==> config.mk <==
export PLATFORM = sky130hd
export DESIGN_NAME = mul_scheduler
export DESIGN_NICKNAME = d
export VERILOG_FILES = /design/src/rtl/mul_sched_pkg.sv /design/src/rtl/mul_sched_rr_pick.sv /design/src/rtl/mul_scheduler.sv
export SDC_FILE = /design/constraint.sdc
export NUM_CORES = 1
export LEC_CHECK = 0
export BUFFER_PORTS_ARGS = -buffer_cell sky130_fd_sc_hd__buf_2
export CORE_ASPECT_RATIO = 2
export CORE_MARGIN = 2
export CORE_UTILIZATION = 42
export CTS_CLUSTER_DIAMETER = 200
export DETAILED_ROUTE_END_ITERATION = 10
export PLACE_DENSITY = 0.84
export SYNTH_ARGS = -nofsm -noshare
export SYNTH_HDL_FRONTEND = slang
export SYNTH_SLANG_ARGS = --single-unit
==> constraint.sdc <==
create_clock -name clk -period 2 [get_ports clk]
set_input_delay 0.5 -clock clk [delete_from_list [all_inputs] [get_ports clk]]
set_output_delay 0.5 -clock clk [all_outputs]
set_load 0.01 [all_outputs]
==> src/rtl/mul_sched_pkg.sv <==
// Shared constants for the multiplier scheduler.
// State encodings, default parameters and a clog2 helper.
package mul_sched_pkg;

  localparam logic [1:0] S_IDLE = 2'd0;
  localparam logic [1:0] S_LOAD = 2'd1;
  localparam logic [1:0] S_RUN  = 2'd2;
  localparam logic [1:0] S_RESP = 2'd3;

  localparam int DEF_NREQ    = 4;
  localparam int DEF_WIDTH   = 8;
  localparam int DEF_TIMEOUT = 64;

  function automatic int clog2(input int n);
    int r;
    r = 0;
    for (int i = 0; i < 31; i++) begin
      if ((1 << r) < n) r = r + 1;
    end
    return r;
  endfunction

endpackage

==> src/rtl/mul_sched_rr_pick.sv <==
// Combinational round-robin selector.
// Ports: req (levels), ptr (last grant) -> valid, idx (next grant).
module rr_pick #(
  parameter int NREQ = 4,
  parameter int IW   = 2
) (
  input  logic [NREQ-1:0] req,
  input  logic [IW-1:0]   ptr,
  output logic            valid,
  output logic [IW-1:0]   idx
);

  logic [IW-1:0] k;

  // Walk from the farthest offset to the nearest so the
  // nearest set bit after ptr is the last one written.
  always_comb begin
    valid = 1'b0;
    idx   = '0;
    k     = '0;
    for (int i = NREQ; i >= 1; i--) begin
      k = IW'((int'(ptr) + i) % NREQ);
      if (req[k]) begin
        valid = 1'b1;
        idx   = k;
      end
    end
  end

endmodule

==> src/rtl/mul_scheduler.sv <==
// Round-robin front end sharing one go/done sequential multiplier.
// Ports: req/a_in/b_in in, ack/err/result out, mul_* to multiplier.
module mul_scheduler
  import mul_sched_pkg::*;
#(
  parameter int NREQ    = DEF_NREQ,
  parameter int WIDTH   = DEF_WIDTH,
  parameter int TIMEOUT = DEF_TIMEOUT
) (
  input  logic                  clk,
  input  logic                  reset_n,
  input  logic [NREQ-1:0]       req,
  input  logic [NREQ*WIDTH-1:0] a_in,
  input  logic [NREQ*WIDTH-1:0] b_in,
  output logic [NREQ-1:0]       ack,
  output logic                  err,
  output logic [2*WIDTH-1:0]    result,
  output logic                  busy,
  output logic [clog2(NREQ)-1:0] grant_id,
  output logic                  mul_go,
  output logic [WIDTH-1:0]      mul_a,
  output logic [WIDTH-1:0]      mul_b,
  input  logic                  mul_done,
  input  logic [2*WIDTH-1:0]    mul_p
);

  localparam int IW = clog2(NREQ);
  localparam int WW = clog2(TIMEOUT);

  logic [1:0]    state;
  logic [1:0]    state_n;
  logic [IW-1:0] rr_ptr;
  logic [WW-1:0] wd;
  logic          pick_valid;
  logic [IW-1:0] pick_idx;
  logic          done_ok;
  logic          wd_exp;

  rr_pick #(
    .NREQ (NREQ),
    .IW   (IW)
  ) u_pick (
    .req   (req),
    .ptr   (rr_ptr),
    .valid (pick_valid),
    .idx   (pick_idx)
  );

  // wd==0 is the first RUN cycle; done there may be stale.
  assign done_ok = mul_done && (wd != '0);
  assign wd_exp  = (wd == WW'(TIMEOUT - 1));
  assign busy    = (state != S_IDLE);

  always_comb begin
    state_n = state;
    unique case (state)
      S_IDLE: if (pick_valid) state_n = S_LOAD;
      S_LOAD: state_n = S_RUN;
      S_RUN:  if (done_ok || wd_exp) state_n = S_RESP;
      S_RESP: state_n = S_IDLE;
      default: state_n = S_IDLE;
    endcase
  end

  // mul_go is a register so it is glitch-free and drops
  // asynchronously with reset, clearing the multiplier too.
  always_ff @(posedge clk or negedge reset_n) begin
    if (!reset_n) begin
      state    <= S_IDLE;
      mul_go   <= 1'b0;
      ack      <= '0;
      err      <= 1'b0;
      result   <= '0;
      grant_id <= '0;
      mul_a    <= '0;
      mul_b    <= '0;
      wd       <= '0;
      rr_ptr   <= IW'(NREQ - 1);
    end else begin
      state  <= state_n;
      mul_go <= (state_n == S_RUN);
      ack    <= '0;
      unique case (state)
        S_IDLE: begin
          if (pick_valid) begin
            grant_id <= pick_idx;
            rr_ptr   <= pick_idx;
            mul_a    <= a_in[int'(pick_idx)*WIDTH +: WIDTH];
            mul_b    <= b_in[int'(pick_idx)*WIDTH +: WIDTH];
          end
        end
        S_LOAD: wd <= '0;
        S_RUN: begin
          wd <= wd + WW'(1);
          if (done_ok) begin
            result <= mul_p;
            err    <= 1'b0;
            ack    <= NREQ'(1) << grant_id;
          end else if (wd_exp) begin
            result <= '0;
            err    <= 1'b1;
            ack    <= NREQ'(1) << grant_id;
          end
        end
        S_RESP: ;
        default: ;
      endcase
    end
  end

endmodule

==> flow_metrics.tcl <==
set metrics [dict create \
    status "finished, violations left" \
    failed_checks "negative setup slack" \
    maxUsedRoutingLayer "met4" \
    dp_hpwl_um 5612 \
    syn-instance-count 257 \
    dr_wl_met2_um 4529 \
    drt-initial-drc-count 114 \
    cts_buffers 5 \
    timing.critical_path.arrival_ps 2170 \
    cts.reportedPaths.clkPinSlew_ps 70 \
    peakVddDrop_v 0.0005498 \
    setup_violations 1 \
    die-width_um 60.71 \
    hold_violations 0 \
    crit-reg2reg-capture "mul_b[5]" \
    internal-power_mw 3.217 \
    hp-class "input port to asynchronous set/reset pin" \
    synthToLayoutAreaGrowth_pct 42.75 \
    m1WireLength_um 2780 \
    startpoint "rr_ptr[1]" \
    rows 41 \
    drt_pass1_iterations 4 \
    finalCriticalPeriod_ps 2020 \
    seq_power_share_pct 31.8 \
    fmax_ghz 0.4951 \
    initial_utilization_pct 43.16 \
    postRouteWirelength_um 7793 \
    r2r.worst_path.cells 6 \
    required_ps 2150 \
    post_route_cells_drive_above_1_share_pct 44.47 \
    synthesis.yosys.warnings 0 \
    hold_buffers 0 \
    grt_pass1_wl_um 11660 \
    fp.coreArea_mm2 0.006259 \
    fin_worst_hold_slack_ps 171.3 \
    synth_top_cell_area_share_pct 44.47 \
    slew_headroom_pct 70.72 \
    timing.final.ws_setup_ps -19.70 \
    chipHeight_um 117.4 \
    drt-vias-per-instance 5.345 \
    switching_share_pct 40.13 \
    clock_tree_from_tritoncts "done" \
    grt_util_all_layers_pct 21.02 \
    slowest_stage "sky130_fd_sc_hd__dfstp_2" \
    tritoncts_num_sinks 50 \
    timing.setup.critical_path_class "flip-flop to flip-flop" \
    crit_path_end_kind "flip-flop" \
    ys_async_sr_fraction_pct 100.0 \
    max_slew.worst_pin.slew_ps 438.1 \
    report.final.slew_viol_count 0 \
    ant_nets 0 \
    cts_max_path_buffers 2 \
    worstPathCellList "mux2i_2 -> o22ai_4 -> a21oi_4 -> buf_12 -> mux2i_2 -> o211ai_1" \
    clockPowerShare_pct 16.3 \
    timing.critical_path.slowest_cell_delay_ps 580 \
    finalCritPeriodShare_pct 101.0 \
    synth.largest_area_cell "sky130_fd_sc_hd__dfrtp_1" \
    static-leakage-power_nw 1.939 \
    grt_pass1_vias 2661 \
    synth-seq-cells 50 \
    synth_edf_count 0 \
    worst_setup_path_start_kind "flip-flop" \
    route.detailed.drc 0 \
    sequential_cell_area_fraction_in_the_yosys_report_pct 46.41 \
    crit_fanout 8 \
    final.fill_count 559 \
    comb_power_share_pct 51.9 \
    portBuffers 127 \
    grt_antenna_before_repair 0 \
    mappedNetlistArea_mm2 0.002701 \
    synth_top_cells_by_area "sky130_fd_sc_hd__dfrtp_1 44%, sky130_fd_sc_hd__mux2i_1 11%, sky130_fd_sc_hd__nor3b_1 8.3%" \
    multi_input_area_mm2 0.001410 \
    insertion_delay_ps 290 \
    clock_skew_ps 2.243 \
    library_cell_appearing_most_often_on_the_critical_path "sky130_fd_sc_hd__mux2i_2" \
    reg2reg_setup_slack_ps -20 \
    finished_core_util_pct 61.62 \
    boundaryPins 128 \
    antenna_cells 0 \
    yosys_most_used_dff "sky130_fd_sc_hd__dfrtp_1" \
    cts.root.buffer_cell "sky130_fd_sc_hd__clkbuf_16" \
    overflow 0 \
    grt_max_degree 51 \
    worstReg2RegStart "rr_ptr[1]" \
    post-place-ws_ps -18.54 \
    gp_congestion 0.8180 \
    synth.lib_cells_used.distinct 41 \
    synth_fp_nets 348 \
    cap_viol_max_count 0 \
    power_switching_mw 2.157 \
    seq_area_mm2 0.001254 \
    final_nets 488 \
    met3_length_um 289 \
    wl_per_cell_um 16.10 \
    grt_setup_unrepaired "yes" \
    design.die.area_mm2 0.007128 \
    power.density_mw_per_mm2 1394 \
    h_tree_depth_reported_by_cts 2 \
    via_count 2587 \
    synthesized_area_divided_by_synthesized_cell_count_um2 10.51 \
]
==> routing by layer <==
layer,vias up,global-route usage (%)
li1,1220,-
met1,1268,22.17
met2,83,39.45
met3,16,2.426
met4,0,7.880
met5,-,0
==> cell usage after synthesis, types with 2 or more instances <==
cell and count:
sky130_fd_sc_hd__nor2_1 10, sky130_fd_sc_hd__buf_6 3, sky130_fd_sc_hd__o211ai_1 15, sky130_fd_sc_hd__nand2_1 26, sky130_fd_sc_hd__buf_4 2, sky130_fd_sc_hd__nor3b_1 30
sky130_fd_sc_hd__a21oi_1 5, sky130_fd_sc_hd__nor4_1 2, sky130_fd_sc_hd__dfstp_2 2, sky130_fd_sc_hd__inv_1 11, sky130_fd_sc_hd__a22o_1 16, sky130_fd_sc_hd__dfrtp_1 48
sky130_fd_sc_hd__mux2i_1 30, sky130_fd_sc_hd__a211oi_1 4, sky130_fd_sc_hd__a21o_1 2, sky130_fd_sc_hd__nand2b_1 2, sky130_fd_sc_hd__ha_1 4, sky130_fd_sc_hd__o2bb2ai_1 2
sky130_fd_sc_hd__nor3_1 6, sky130_fd_sc_hd__buf_2 8, sky130_fd_sc_hd__nand3_1 5, sky130_fd_sc_hd__o21ai_0 4, sky130_fd_sc_hd__a2111oi_0 2
==> power groups by stage <==
stage	Sequential [mW]	Combinational (mW)	Clock, mW
global placement	1.71	2.37	0
finish	1.71	2.79	0.877
CTS	1.71	2.50	0.884
detailed placement	1.73	2.46	0
floorplan	1.85	1.37	0
global route	1.76	3.04	0.925
==> through the flow <==
stage	power (mW)	cells	setup TNS [ps]	area, um2
6_report	5.374	484	-19.70	3856
3_3_place_gp	4.079	468	0	3516
4_1_cts	5.095	476	0	3685
3_5_place_dp	4.183	468	-18.54	3516
5_1_grt	5.719	484	-498.3	3856
2_1_floorplan	3.220	257	0	2701
==> flip-flops by register name (all words and copies together) (netlist names) <==
| register | flops |
|---|---|
| rr_ptr | 2 |
| state | 2 |
| mul_go | 1 |
| mul_a | 8 |
| grant_id | 2 |
| err | 1 |
| mul_b | 8 |
| wd | 6 |
| result | 16 |
| ack | 4 |
==> cell usage in the layout, fill, tap and decap left out, drive strengths merged, types with 2 or more instances in the layout <==
cell     count
dfrtp       48
a22o        16
buf        146
nand2       26
inv         13
a21oi        6
a21o         2
dfstp        2
o2bb2ai      2
o211ai      15
ha           4
nor3         6
nand2b       2
nor3b       30
nor4         2
nand3        5
o22ai        2
nor2        11
clkbuf       7
mux2i       30
o21ai        5
a2111oi      2
a211oi       4
==> final cells by class <==
class | count | share of cell area (%)
multi-input combinational | 181 | 36.57
sequential | 50 | 32.51
timing repair buffer | 148 | 23.07
clock buffer | 5 | 3.245
tap | 86 | 2.790
inverter | 11 | 1.071
clock inverter | 3 | 0.7463
==> worst max-delay path, delay by kind of cell (launching register included) <==
kind	cells	cell delay, ps
flops	1	580
buf+inv	1	200
compound gates	3	560
mux	2	530
==> worst max path at each step <==
stage / cells past startpoint / slack [ps] / to
floorplan: 8 / 120 / ack[3]
global placement: 6 / 80 / mul_a[1]
detailed placement: 6 / -20 / mul_a[2]
CTS: 6 / 0.2 / mul_b[5]
global route: 6 / -80 / mul_b[5]
finish: 6 / -20 / mul_b[5]
==> repair_timing <==
action,in CTS,in global routing
pin swaps,0,9
hold endpoints to repair,0,0
buffers inserted,0,5
cloned,0,3
setup endpoints to repair,3,30
resized for setup,2,16
==> logic make-up (layout without fill, tap and decap cells) <==
family,after synthesis,count (layout),share of synthesized area [%]
adder cells (fa/ha/maj),4,4,1.853
multiplexers,30,30,11.12
AND/OR/NAND/NOR,90,90,19.18
buffers and inverters,26,167,5.095
AO/OA/AOI/OAI,57,57,16.35
flip-flops,50,50,46.41
(Power assumes the default switching activity.)
